==> src/rtl/ssd_pkg.sv <==
// ssd_pkg: shared constants for the seven-segment scan driver.
//   - SEG_0..SEG_9, SEG_BLANK: active-low patterns {a,b,c,d,e,f,g,dp}, dp bit = 1
//   - set_mode_e: set-mode codes (run, minute-set, hour-set, idle)
//   - DIGIT_EN: active-low one-hot digit enables, DIGIT_EN[n] lights digit n
package ssd_pkg;

   localparam logic [7:0] SEG_0     = 8'b0000_0011;
   localparam logic [7:0] SEG_1     = 8'b1001_1111;
   localparam logic [7:0] SEG_2     = 8'b0010_0101;
   localparam logic [7:0] SEG_3     = 8'b0000_1101;
   localparam logic [7:0] SEG_4     = 8'b1001_1001;
   localparam logic [7:0] SEG_5     = 8'b0100_1001;
   localparam logic [7:0] SEG_6     = 8'b0100_0001;
   localparam logic [7:0] SEG_7     = 8'b0001_1111;
   localparam logic [7:0] SEG_8     = 8'b0000_0001;
   localparam logic [7:0] SEG_9     = 8'b0000_1001;
   localparam logic [7:0] SEG_BLANK = 8'b1111_1111;

   typedef enum logic [1:0] {
      SET_RUN  = 2'b00,
      SET_MIN  = 2'b01,
      SET_HOUR = 2'b10,
      SET_IDLE = 2'b11
   } set_mode_e;

   localparam logic [3:0][3:0] DIGIT_EN = {4'b0111, 4'b1011, 4'b1101, 4'b1110};

endpackage

==> src/rtl/bcd_to_seg.sv <==
// bcd_to_seg: combinational BCD to seven-segment decoder.
//   bcd [3:0] in  : digit value; 10..15 decode to blank
//   seg [6:0] out : active-low segments {a,b,c,d,e,f,g}
module bcd_to_seg
   import ssd_pkg::*;
(
   input  logic [3:0] bcd,
   output logic [6:0] seg
);

   always_comb begin
      seg = SEG_BLANK[7:1];
      case (bcd)
         4'd0: seg = SEG_0[7:1];
         4'd1: seg = SEG_1[7:1];
         4'd2: seg = SEG_2[7:1];
         4'd3: seg = SEG_3[7:1];
         4'd4: seg = SEG_4[7:1];
         4'd5: seg = SEG_5[7:1];
         4'd6: seg = SEG_6[7:1];
         4'd7: seg = SEG_7[7:1];
         4'd8: seg = SEG_8[7:1];
         4'd9: seg = SEG_9[7:1];
         default: seg = SEG_BLANK[7:1];
      endcase
   end

endmodule

==> src/rtl/ssd_scan.sv <==
// ssd_scan: four-digit multiplexed seven-segment scan driver (HH.MM).
//   clk, rst       : system clock, synchronous active-high reset
//   in0..in3 [3:0] : BCD digits, in0 = minutes units (rightmost)
//   set [1:0]      : 00 run, 01 minute-set, 10 hour-set, 11 idle
//   ssd_ctl [3:0]  : active-low digit enables, bit n = digit n (registered)
//   ssd_seg [7:0]  : active-low segments {a..g,dp} (registered)
// All four digits are snapshotted together at each frame end so a mid-frame
// roll-over never shows torn values. Define SSD_SCAN_BLINK_EN to blink the
// field being edited in set mode; otherwise set and BLINK_FRAMES are ignored.
module ssd_scan
   import ssd_pkg::*;
#(
   parameter int unsigned SCAN_DIV     = 50000,
   parameter int unsigned BLINK_FRAMES = 64
) (
   input  logic       clk,
   input  logic       rst,
   input  logic [3:0] in0,
   input  logic [3:0] in1,
   input  logic [3:0] in2,
   input  logic [3:0] in3,
   input  logic [1:0] set,
   output logic [3:0] ssd_ctl,
   output logic [7:0] ssd_seg
);

   localparam int unsigned CW = (SCAN_DIV > 1) ? $clog2(SCAN_DIV) : 1;
   localparam logic [CW-1:0] CNT_LAST = CW'(SCAN_DIV - 1);

   logic [CW-1:0] cnt;
   logic [1:0]    idx;
   logic [3:0]    sh0, sh1, sh2, sh3;
   logic          digit_end;
   logic          frame_end;
   logic [3:0]    cur;
   logic [6:0]    seg7;
   logic          blank;

   assign digit_end = (cnt == CNT_LAST);
   assign frame_end = digit_end && (idx == 2'd3);

   always_ff @(posedge clk) begin
      if (rst) begin
         cnt <= '0;
         idx <= '0;
         sh0 <= '0;
         sh1 <= '0;
         sh2 <= '0;
         sh3 <= '0;
      end else begin
         if (digit_end) begin
            cnt <= '0;
            idx <= idx + 2'd1;
         end else begin
            cnt <= cnt + CW'(1);
         end
         if (frame_end) begin
            sh0 <= in0;
            sh1 <= in1;
            sh2 <= in2;
            sh3 <= in3;
         end
      end
   end

`ifdef SSD_SCAN_BLINK_EN
   localparam int unsigned FW = (BLINK_FRAMES > 1) ? $clog2(BLINK_FRAMES) : 1;
   localparam logic [FW-1:0] FCNT_LAST = FW'(BLINK_FRAMES - 1);

   logic [FW-1:0] fcnt;
   logic          blink_off;
   set_mode_e     set_sh;

   // set_sh is captured with the digits so mode and values change together.
   always_ff @(posedge clk) begin
      if (rst) begin
         fcnt      <= '0;
         blink_off <= 1'b0;
         set_sh    <= SET_RUN;
      end else if (frame_end) begin
         set_sh <= set_mode_e'(set);
         if (fcnt == FCNT_LAST) begin
            fcnt      <= '0;
            blink_off <= ~blink_off;
         end else begin
            fcnt <= fcnt + FW'(1);
         end
      end
   end

   // idx[1] selects the hours pair (digits 2,3), otherwise the minutes pair.
   always_comb begin
      blank = 1'b0;
      if (blink_off) begin
         if (set_sh == SET_MIN)  blank = ~idx[1];
         if (set_sh == SET_HOUR) blank = idx[1];
      end
   end
`else
   logic [31:0] unused_cfg;
   assign unused_cfg = {30'(BLINK_FRAMES), set};
   assign blank      = 1'b0;
`endif

   always_comb begin
      cur = '0;
      case (idx)
         2'd0: cur = sh0;
         2'd1: cur = sh1;
         2'd2: cur = sh2;
         2'd3: cur = sh3;
         default: cur = '0;
      endcase
   end

   bcd_to_seg u_dec (
      .bcd (cur),
      .seg (seg7)
   );

   // Blanking only affects a..g; the HH.MM separator stays lit on digit 2.
   always_ff @(posedge clk) begin
      if (rst) begin
         ssd_ctl <= 4'b1111;
         ssd_seg <= '1;
      end else begin
         ssd_ctl <= DIGIT_EN[idx];
         ssd_seg <= {(blank ? 7'h7F : seg7), (idx != 2'd2)};
      end
   end

endmodule
==> config.mk <==
export PLATFORM = sky130hd
export DESIGN_NAME = ssd_scan
export DESIGN_NICKNAME = d
export VERILOG_FILES = /design/src/rtl/ssd_pkg.sv /design/src/rtl/bcd_to_seg.sv /design/src/rtl/ssd_scan.sv
export SDC_FILE = /design/constraint.sdc
export NUM_CORES = 1
export LEC_CHECK = 0
export ABC_AREA = 1
export BUFFER_PORTS_ARGS = -buffer_cell sky130_fd_sc_hd__buf_4
export CORE_MARGIN = 5
export CORE_UTILIZATION = 35
export CTS_BUF_LIST = sky130_fd_sc_hd__clkbuf_16
export CTS_CLUSTER_SIZE = 25
export DETAILED_ROUTE_END_ITERATION = 12
export SLEW_MARGIN = 20
export SYNTH_ARGS = -nofsm -noshare
export SYNTH_HDL_FRONTEND = slang
export SYNTH_SLANG_ARGS = --single-unit
export TNS_END_PERCENT = 20
==> constraint.sdc <==
create_clock -name clk -period 3 [get_ports clk]
set_clock_uncertainty 0.2 [all_clocks]
set_input_delay 0.6 -clock clk [delete_from_list [all_inputs] [get_ports clk]]
set_output_delay 0.6 -clock clk [all_outputs]
set_load 0.01 [all_outputs]
## Word-level counts from Yosys, hierarchy flattened

Memories as Yosys holds them, arrays and structs flattened. A register that Yosys moved wholly into a read port is not among the register bits.
Cells that the tools add are included.
W data, S select, Z words.

- Output and inout bits: 12
- Bits of input ports: 20
- Memories kept: 1
- Logic and storage cells: 23
- Register bits after elaboration: 46
- Bits in read-only memories: 112

- Order comparisons: 1
- Add/sub/neg operators: 2
- Reductions and logical operators: 3
- Equality and inequality tests: 5
- Mux-type cells: 3

Memories:

| name | words | bits a word | rd ports | clocked after memory_dff | wr ports | RTL line | RTL |
|---|---|---|---|---|---|---|---|
| (name not given) | 16 | 7 | 1 | 1 | 0 | bcd_to_seg.sv:13 | `case (bcd)` |

Operators by type and width:

| cell | number |
|---|---|
| $add A16 B1 Y16 const B | 1 |
| $eq A16 B16 Y1 const B | 1 |
| $pmux W4 S4 | 1 |
| $bmux W4 S2 | 1 |
| $eq A2 B2 Y1 const B | 2 |
| $mux W4 | 1 |
| $lt A2 B3 Y1 const B | 1 |
| $add A2 B1 Y2 const B | 1 |
| $eq A2 B1 Y1 const B | 1 |
| $logic_not A2 Y1 | 1 |
| $ne A2 B2 Y1 const B | 1 |
| $reduce_or A2 Y1 | 1 |
| $logic_and A1 B1 Y1 | 1 |

## Longest topological paths before layout

Gate-level depths: netlist (run 1).

- Word-level depth: 2
- Depth in mapped cells: 12
- Depth with buffers taken out: 12

## By module

From an unflattened synthesis (run 1), not the netlist that was laid out.

- Cells, all modules: 352
- Area, all modules: 2382.3 µm²

Modules (own cells, without submodules):

| module | cells an instance | instances | area each (µm²) | seq. area each (µm²) |
|---|---|---|---|---|
| ssd_scan | 317 | 1 | 2194.6 | 900.9 |
| bcd_to_seg | 35 | 1 | 187.7 | 0.0 |

## Worst setup path before layout (run 1)

No wires, ideal clock.

- Kind: reg2reg
- Start: register idx[0]
- End: register ssd_seg[1]
- Required time: 2.667 ns
- Setup slack: 0.993 ns
- Path buffers: 0
- Library setup time: 0.133 ns
- Cell stages (with the launch flop): 11
- Clock period less this slack: 2.007 ns
- Arrival: 1.674 ns
- Path through: dfxtp_1 inv_1 ha_1 inv_2 nand2_1 o22ai_1 inv_1 ha_1 nand3b_1 nand3_1 nand3_1

- Word-level cells in the longest chain between the ends: 2
- Elaborated cells on any way between the ends: 5
- Those cells by class: eq/ne (3); mux (1); reduce/logical (1)

RTL lines:

| element | RTL line | RTL |
|---|---|---|
| start: declaration | ssd_scan.sv:31 | `logic [1:0] idx;` |
| start signal: assignment | ssd_scan.sv:53 | `idx <= idx + 2'd1;` |
| $eq A2 B2 Y1, or another cell as far along | ssd_scan.sv:107 | `case (idx)` |
| $pmux W4 S4 (*) | ssd_scan.sv:107 |  |
| end: declaration | ssd_scan.sv:24 | `output logic [7:0] ssd_seg` |

Every way passes the cells marked *; elsewhere a longest branch is shown, timed or not.
A chain may end at the register's enable or synchronous reset.

## Final worst setup path (run 1)

Ends and elaborated chain as after synthesis.

==> impl_metrics.csv, run 1 <==
group,metric,value,unit
run,drv_cap,0,
drt,viasPerCell,4.80,
floorplan,io_pins,32,
floorplan,core_area,0.00592,mm²
grt,grt_max_degree,21,
power_and_ir_drop,power.switching,246,µW
sta,worst_slack,0.723,ns
place,dpl_worst_slack,0.733,ns
setup_path,end_kind,"register",
synthesis,synth-seq-cells,45,
drt,routed_wl,4.45,mm
setup_path,cp_max_fo,8,
cells_and_area,nNetsFinal,329,
sta,finalCritPeriodShare,75.9,%
drt,detail-route-antenna-nets,0,
run_status,status,"finished clean",
synthesis,syn_area_per_cell,7.83,µm²
setup_path,arrival,2.23,ns
power_and_ir_drop,swShare,20.9,%
drt,drt_pass1_iterations,4,
grt,antenna_found_initial,0,
grt,track_usage,12.3,%
cts,root_buffer,"clkbuf_16",
power_and_ir_drop,power_density,472,mW/mm²
drt,drc,0,
floorplan,chipWidth,88,µm
grt,grt-ovfl-total,0,
cells_and_area,mostFrequentLayoutCells,"nand2_1 (61), dfxtp_1 (45), buf_4 (31)",
power_and_ir_drop,max-vdd-ir-drop,0.000218,V
cts,cts.sink_count,45,
min_path,holdCritPathClass,"reg2reg",
place,hpwlAfterDp,3.26,mm
power_and_ir_drop,clockPowerShare,44.3,%
power_and_ir_drop,power.leakage,0.000961,µW
cts,cts_resized,0,
sta,rsz0062_at_grt,"no",
synthesis,ys_warn_count,0,
drt,dr_total_vias,1792,
sta,drv_slew,0,
synthesis,syn_nets,303,
cts,clock_latency,0.28,ns
cts,cts_made_buffers,5,
synthesis,synth_cells,272,
floorplan,rows,28,
cells_and_area,area_delta_synth_final,17.2,%
power_and_ir_drop,p_int,932,µW
setup_path,worst-setup-path-type,"reg2reg",
min_path,hold_path_depth,1,
cts,cts_tree,"done",
cts,path_clk_slew,0.06,ns
sta,finalHoldViolations,0,
synthesis,synth_cell_type_count,29,
setup_path,cp.required,2.95,ns
synthesis,synth-seq-area-share,42.3,%
place,io_buffers,29,
cells_and_area,layout_commonest_cell,"nand2_1",
sta,max_freq,439,MHz
grt,grt_pass1_vias,1693,
sta,tns,0,ns
sta,slew_headroom,66.4,%
setup_path,start_kind,"register",
place,gp_congestion,0.812,
drt,wl_per_cell,11.9,µm
cts,cts_buffer_depth,2,
power_and_ir_drop,combPwrFrac,4.0,%
cts,htree_num_levels,2,
grt,grt_pass1_wl,7.50,mm
floorplan,die_area,0.00774,mm²
cts,cts_setup_buffers,0,
floorplan,die-height,88,µm
synthesis,netlist_area,0.00213,mm²
drt,drt_iter0_markers,72,
setup_path,ff2ff_path_depth,10,
cells_and_area,drive_gt1_share,17.4,%
sta,setup_viol,0,
sta,min_period,2.28,ns
floorplan,start_util,36.0,%
sta,worst-slew-pin-transition,0.499,ns
cts,cts-hold-fix-buffers,0,
power_and_ir_drop,pwr-share-seq,51.8,%
cells_and_area,diodes,0,
sequential cells by signal, indices dropped and copies added (netlist names):
signal	count
cnt	16
sh3	4
sh1	4
ssd_ctl	4
ssd_seg	7
sh2	4
sh0	4
idx	2
area by class of cell:
cell class                 instances  area, µm²
clock buffer                       5        125
timing repair buffer              31        233
sequential                        45        901
inverter                          17       63.8
fill                             601       3430
tap                               75       93.8
multi-input combinational        198       1070
clock inverter                     2       11.3
cell usage after synthesis:
master     n  area share [%]
buf_8      2             1.4
nand3_1   26             6.1
buf_1      1            0.18
nand3_2    1            0.47
a21oi_1   27             6.3
nand2_4    2             1.1
buf_2      3            0.70
clkbuf_1   2            0.35
nor2_4     1            0.53
or2_2      2            0.59
o22ai_1    1            0.29
nor2_2     2            0.59
buf_4      1            0.35
nor3_1     1            0.23
o21ai_0    2            0.47
nand2_2    3            0.88
nand4_1   18             5.3
nand2_1   61              11
dfxtp_1   45              42
xnor2_1    3             1.2
buf_6      3             1.6
nand3b_1   5             1.8
nor3b_1    1            0.35
inv_2      3            0.53
inv_1     14             2.5
nor2_1    26             4.6
xor2_1     4             1.6
nor3_2     1            0.47
ha_1      11             6.5
final timing paths:
path / slack (ns) / start / to
worst max-delay path: 0.72 / idx[0]$_SDFFE_PP0N_ / ssd_seg[1]$_SDFF_PP1_
worst max register to register: 0.72 / idx[0]$_SDFFE_PP0N_ / ssd_seg[1]$_SDFF_PP1_
worst min register to register: 0.24 / cnt[0]$_SDFF_PP0_ / cnt[0]$_SDFF_PP0_
worst min-delay path: 0.24 / cnt[0]$_SDFF_PP0_ / cnt[0]$_SDFF_PP0_
through the flow:
stage	instance area, µm²	std cells	hold WS [ns]	total power, µW	util (%)
after global routing	2490	373	0.275	1230	42.1
after floorplan	2130	272	0.217	642	-
final	2490	373	0.244	1180	42.1
after detailed placement	2360	366	0.240	671	39.8
after global placement	2360	366	0.231	670	39.8
after CTS	2490	373	0.249	1190	42.1
power by group through the flow:
| stage | registers [µW] | clock network, µW | logic [µW] |
|---|---|---|---|
| floorplan | 625 | 0 | 17.1 |
| global route | 610 | 564 | 52.6 |
| finish | 609 | 521 | 47.0 |
| global placement | 623 | 0 | 47.7 |
| CTS | 609 | 536 | 48.1 |
| detailed placement | 623 | 0 | 48.0 |
critical path: stages (launching register included):
cell and delay (ns):
dfxtp_1 0.39, inv_1 0.11, ha_1 0.24, inv_2 0.13
nand2_1 0.07, o22ai_1 0.36, inv_1 0.12, ha_1 0.21
nand3b_1 0.17, nand3_1 0.10, nand3_1 0.06
cell families (layout without fill, tap and decap cells):
kind of cell	after synthesis	in the layout	synth area share, %
buf+inv	29	55	7.58
fa+ha+maj	11	11	6.46
xor+xnor	7	7	2.88
compound gates	30	30	7.11
flops	45	45	42.3
simple gates	150	150	33.7
routing by layer:
| metal | part of all wire [%] | track usage [%] | wire, µm |
|---|---|---|---|
| met3 | 6.0 | 3.20 | 266 |
| met4 | 2.1 | 5.44 | 95 |
| met1 | 47 | 15.7 | 2080 |
| met5 | 0 | 0 | 0 |
| met2 | 45 | 19.5 | 2000 |
(Power assumes the default switching activity.)
==> run 2, diff against run 1 <==
Settings changed: ABC_AREA 1 to 0.
Clock period 3 ns to 2 ns, I/O delays scaled along.
==> run 2 against run 1 <==
Against the previous run: the run now ends with setup timing left; sequential power is 50% higher; global-route usage hardly changed; synthesized cell count is 16% lower; largest cell class unchanged; synthesized area is 3.2% lower; maximum frequency is 9.4% higher; critical path type unchanged; cell count is 5.6% lower; clock power is 74% higher; count of clock-buffer cells in the layout stayed put.
==> impl_metrics.csv, run 2 <==
group,metric,value,unit
run_status,status,"complete, but fails checks",
run_status,violations,"setup timing",
sta,tns,-0.355,ns
cells_and_area,fillCellCount,559,
cts,root_buffer,"clkbuf_16",
cells_and_area,regMostFlops,"cnt",
synthesis,synth_cell_type_count,36,
synthesis,synth.area.mux_share,4.01,%
drt,drt_iter0_markers,92,
synthesis,synth-seq-cells,45,
cells_and_area,mostFrequentLayoutCells,"buf_4 (49), dfxtp_1 (43), a21oi_1 (23)",
setup_path,arrival,2.09,ns
cells_and_area,area_delta_synth_final,35.2,%
sta,slew_headroom,73.2,%
setup_path,cp.buffers_inverters,1,
floorplan,rows,28,
synthesis,synthTopCellsByArea,"dfxtp_1 (44%), ha_1 (6.7%), a21oi_1 (5.6%), nand3_1 (5.3%), xnor2_1 (5.1%)",
grt,grt_max_degree,30,
grt,grt_pass1_wl,7.40,mm
setup_path,cpLargestDelayFamily,"compound AO/OA/AOI/OAI gates",
floorplan,io_pins,32,
sta,finalHoldViolations,0,
sta,rsz0062_at_grt,"yes",
synthesis,ys_warn_count,0,
sta,max_freq,480,MHz
setup_path,cp_max_fo,5,
cts,cts_made_buffers,5,
place,dpl_worst_slack,-0.153,ns
power_and_ir_drop,p_total,1890,µW
setup_path,crit_path_max_incr_delay,0.40,ns
floorplan,core_area,0.00582,mm²
cells_and_area,drive_gt1_share,30.3,%
cells_and_area,nNetsFinal,307,
cells_and_area,largest_reg_flops,16,
sta,drv_slew,0,
setup_path,path_cells,"inv_4 > ha_2 > a222oi_1 > mux2i_2 > ha_4 > a211o_1 > o211a_1 > o21bai_1",
floorplan,die_area,0.00752,mm²
synthesis,synth_common_cells,"dfxtp_1 (45), a21oi_1 (23), nand3_1 (22)",
cts,cts.sink_count,45,
cells_and_area,final_area,0.00279,mm²
sta,worst_slack,-0.0819,ns
grt,track_usage,12.3,%
synthesis,synth_top_area_share,43.7,%
synthesis,netlist_area,0.00206,mm²
floorplan,start_util,35.4,%
cts,clock_latency,0.28,ns
synthesis,synth_cells,229,
synthesis,synthAdderAreaFrac,6.68,%
synthesis,synth_xor_xnor_area_share,5.95,%
setup_path,worst-setup-path-type,"reg2reg",
synthesis,synth-simple-area-share,18.6,%
place,gp_congestion,0.803,
synthesis,synth-seq-area-share,43.7,%
sta,worst-slew-pin-transition,0.394,ns
cells_and_area,fin_util,47.9,%
place,io_buffers,29,
cells_and_area,diodes,0,
drt,viasPerCell,4.83,
power_and_ir_drop,power_density,679,mW/mm²
sta,min_period,2.08,ns
setup_path,start_kind,"register",
cts,htree_num_levels,2,
drt,detail-route-antenna-nets,0,
synthesis,synth_top_family_by_area,"simple AND/OR/NAND/NOR gates",
power_and_ir_drop,max-vdd-ir-drop,0.000377,V
drt,dr_total_vias,1699,
synthesis,synth_edf_count,0,
min_path,holdCritPathClass,"in2reg",
cts,path_clk_slew,0.06,ns
setup_path,cp.required,2.01,ns
synthesis,synthFlopType,"dfxtp_1",
cells_and_area,seqCellArea,908,µm²
synthesis,async_flop_share,0,%
synthesis,synth_area_leader_cell,"dfxtp_1",
run,drv_cap,0,
sta,setup_viol,6,
synthesis,synth_compound_area_share,15.4,%
synthesis,yosysMostFrequentCell,"dfxtp_1",
synthesis,syn_nets,260,
setup_path,cpMaxStageDelayCell,"dfxtp_4",
drt,drt_pass1_iterations,4,
cells_and_area,multi_input_area,0.00114,mm²
cells_and_area,layout_commonest_cell,"buf_4",
place,hpwlAfterDp,3.12,mm
floorplan,die-height,86.7,µm
grt,antenna_found_initial,0,
cts,cts-hold-fix-buffers,0,
sta,finalCritPeriodShare,104,%
grt,grt-ovfl-total,0,
power_and_ir_drop,power.leakage,0.00103,µW
cts,cts_buffer_depth,2,
place,dpl_cell_area,0.00251,mm²
setup_path,end_kind,"register",
drt,routed_wl,4.30,mm
synthesis,syn_area_per_cell,9.00,µm²
cells_and_area,largestRegisters,"cnt x16, ssd_seg x7",
floorplan,chipWidth,86.7,µm
drt,drc,0,
grt,grt_pass1_vias,1679,
drt,wl_per_cell,12.2,µm
cts,cts_tree,"done",
[run 2: worst paths after layout]
path,slack (ns),startpoint,depth (start not counted),to
min,0.18,in0[2],3,sh0[2]$_SDFFE_PP0P_
max,-0.08,idx[0]$_SDFFE_PP0N_,8,ssd_seg[3]$_SDFF_PP1_
max reg2reg,-0.08,idx[0]$_SDFFE_PP0N_,8,ssd_seg[3]$_SDFF_PP1_
min reg2reg,0.26,cnt[0]$_SDFF_PP0_,1,cnt[0]$_SDFF_PP0_
[run 2: what timing repair did]
item                                    CTS  global route
endpoints found under the setup margin    7             7
setup buffers                             0             2
gates resized for setup                  10            14
pin swaps                                 8             9
[run 2: per-layer routing]
layer  part of all wire, %  vias up  global-route usage [%]
li1                      -      889                       -
met1                    43      763                    14.9
met2                    49       41                    20.9
met3                   6.3        6                    3.33
met4                   1.4        0                    4.67
met5                     0        -                       0
[run 2: stage by stage]
step	hold WS (ns)	std cells
after floorplan	0.230	229
after global placement	0.243	342
after detailed placement	0.254	342
after CTS	0.179	350
after global routing	0.180	352
final	0.181	352
[run 2: power by group]
part	total, µW	switching (µW)	internal (µW)
clock network	907	326	580
registers	913	6.51	906
logic	72.1	31.4	40.7
[run 2: area by class of cell]
cell class	instances	area share [%]
inverters	15	2.29
flip-flops and latches	45	32.6
multi-input cells	157	40.9
clock inverters	3	1.35
clock buffers	5	4.49
repair buffers	52	15.0
well taps	75	3.37
[run 2: cell families after synthesis]
family          count (synthesis)
simple gates                   72
compound gates                 52
flops                          45
buf+inv                        27
xor+xnor                       14
fa+ha+maj                      11
mux                             8
[run 2: worst register-to-register path: stages, from the launching register on]
cell,delay (ns)
dfxtp_4,0.40
inv_4,0.05
ha_2,0.18
a222oi_1,0.31
mux2i_2,0.22
ha_4,0.21
a211o_1,0.21
o211a_1,0.12
o21bai_1,0.12
==> run 3, diff against run 2 <==
--- a/config.mk
+++ b/config.mk
@@ -10,3 +10,3 @@
 export CORE_MARGIN = 5
-export CORE_UTILIZATION = 35
+export CORE_UTILIZATION = 50
 export CTS_BUF_LIST = sky130_fd_sc_hd__clkbuf_16
@@ -14,2 +14,3 @@
 export DETAILED_ROUTE_END_ITERATION = 12
+export PLACE_DENSITY = 0.74
 export SLEW_MARGIN = 20
==> constraint.sdc (replaced) <==
create_clock -name clk -period 2 [get_ports clk]
set_clock_uncertainty 0.2 [all_clocks]
set_input_delay 0.2 -clock clk [delete_from_list [all_inputs] [get_ports clk]]
set_output_delay 0.2 -clock clk [all_outputs]
set_load 0.01 [all_outputs]
==> run 3 against run 2 <==
Against the previous run: highest routed layer unchanged; die area fell by 27%; utilization increased by 22 points; critical path type unchanged; largest power group unchanged; cell count decreased by 4.8%; cell area is 0.18% higher; sequential power hardly changed; the flow finishes with violations (hold timing, setup timing).
==> impl_metrics.csv, run 3 (synthesized netlist as in run 2, its figures left out) <==
group,metric,value,unit
setup_path,end_kind,"register",
run,drv_cap,0,
floorplan,core_area,0.00400,mm²
place,gp_congestion,0.880,
power_and_ir_drop,power.leakage,0.00105,µW
cts,cts_tree,"done",
cts,cts.sink_count,45,
sta,slew_headroom,72.9,%
sta,finalHoldViolations,1,
floorplan,die-height,74.2,µm
cts,clock_latency,0.28,ns
sta,setup_viol,3,
sta,whs,-0.00450,ns
cells_and_area,regMostFlops,"cnt",
floorplan,chipWidth,74.2,µm
floorplan,rows,23,
power_and_ir_drop,max-vdd-ir-drop,0.000405,V
cts,root_buffer,"clkbuf_16",
setup_path,path_cells,"inv_4 > ha_4 > a222oi_1 > mux2i_2 > ha_2 > a211o_1 > o211a_1 > o21bai_1",
sta,finalCritPeriodShare,102,%
sta,rsz0062_at_grt,"yes",
grt,track_usage,18.0,%
cells_and_area,largestRegisters,"cnt x16, ssd_seg x7",
min_path,holdCritPathClass,"in2reg",
setup_path,cpLargestDelayFamily,"compound AO/OA/AOI/OAI gates",
setup_path,cp_max_fo,4,
grt,grt_max_degree,30,
drt,wl_per_cell,13.9,µm
cts,cts_buffer_depth,2,
grt,antenna_found_initial,0,
sta,min_period,2.04,ns
place,hpwlAfterDp,3.05,mm
drt,drt_iter0_markers,135,
cts,path_clk_slew,0.06,ns
cells_and_area,mostFrequentLayoutCells,"buf_4 (46), dfxtp_1 (43), a21oi_1 (23)",
power_and_ir_drop,power_density,638,mW/mm²
cells_and_area,drive_gt1_share,26.7,%
place,dpl_worst_slack,-0.0964,ns
cells_and_area,nNetsFinal,315,
place,dpl_cell_area,0.00243,mm²
setup_path,cp.buffers_inverters,1,
cts,cts_made_buffers,5,
cells_and_area,area_delta_synth_final,35.5,%
run_status,status,"complete, but fails checks",
cts,htree_num_levels,2,
grt,grt-ovfl-total,0,
drt,detail-route-antenna-nets,0,
place,io_buffers,29,
floorplan,start_util,51.5,%
sta,worst-slew-pin-transition,0.407,ns
setup_path,cpMaxStageDelayCell,"dfxtp_4",
run_status,violations,"hold timing, setup timing",
setup_path,worst-setup-path-type,"reg2reg",
setup_path,cp.required,2.02,ns
cells_and_area,diodes,0,
cells_and_area,largest_reg_flops,16,
setup_path,arrival,2.06,ns
drt,drt_pass1_iterations,4,
drt,routed_wl,4.65,mm
setup_path,crit_path_max_incr_delay,0.39,ns
floorplan,io_pins,32,
grt,grt_pass1_wl,7.77,mm
sta,worst_slack,-0.0438,ns
drt,viasPerCell,5.29,
drt,drc,0,
drt,dr_total_vias,1773,
floorplan,die_area,0.00551,mm²
cells_and_area,final_area,0.00279,mm²
cells_and_area,layout_commonest_cell,"buf_4",
setup_path,start_kind,"register",
sta,max_freq,489,MHz
sta,drv_slew,0,
grt,grt_pass1_vias,1737,
==> run 3: worst reg2reg max path, cell delays in order, from the launching register on <==
cell and delay, ns:
dfxtp_4 0.39, inv_4 0.05, ha_4 0.16, a222oi_1 0.33, mux2i_2 0.19, ha_2 0.22, a211o_1 0.23, o211a_1 0.10
o21bai_1 0.11
==> run 3: layout make-up <==
cell class	count	area, µm²
fill	304	1210
timing repair buffer	60	495
inverter	15	58.8
sequential	45	908
clock buffer	5	125
multi-input combinational	157	1130
clock inverter	3	15.0
tap	50	62.6
==> run 3: where the power goes <==
group / total, µW / internal [µW] / switching, µW
combinational: 93.6 / 57.1 / 36.5
sequential: 913 / 906 / 6.64
clock: 774 / 453 / 321
==> run 3: final timing paths <==
path	startpoint	endpoint	slack, ns	depth (start not counted)
setup / recovery	idx[1]$_SDFFE_PP0N_	ssd_seg[3]$_SDFF_PP1_	-0.04	8
hold / removal	in1[0]	sh1[0]$_SDFFE_PP0P_	-0.005	3
setup reg to reg	idx[1]$_SDFFE_PP0N_	ssd_seg[3]$_SDFF_PP1_	-0.04	8
hold reg to reg	cnt[0]$_SDFF_PP0_	cnt[0]$_SDFF_PP0_	0.27	1
==> run 3: timing repair <==
action	CTS	global route
hold endpoints to repair	13	0
hold buffers	13	0
setup endpoints to repair	7	7
resized for setup	14	3
buffers inserted	1	1
pin swaps	8	4
==> run 3: routing by layer <==
metal / up-vias / share of wire [%] / track usage [%]
li1: 909 / - / -
met1: 821 / 43 / 21.1
met2: 38 / 52 / 32.5
met3: 5 / 4.2 / 3.78
met4: 0 / 0.86 / 5.84
met5: - / 0 / 0
==> run 3: stage by stage <==
stage / instances / setup TNS (ns) / util [%] / total power (µW)
floorplan: 229 / -0.0105 / - / 964
global placement: 312 / -0.111 / 60.7 / 1010
detailed placement: 312 / -0.414 / 60.7 / 1010
CTS: 334 / -0.143 / 69.4 / 1800
global route: 335 / -0.965 / 69.8 / 1850
finish: 335 / -0.0683 / 69.8 / 1780
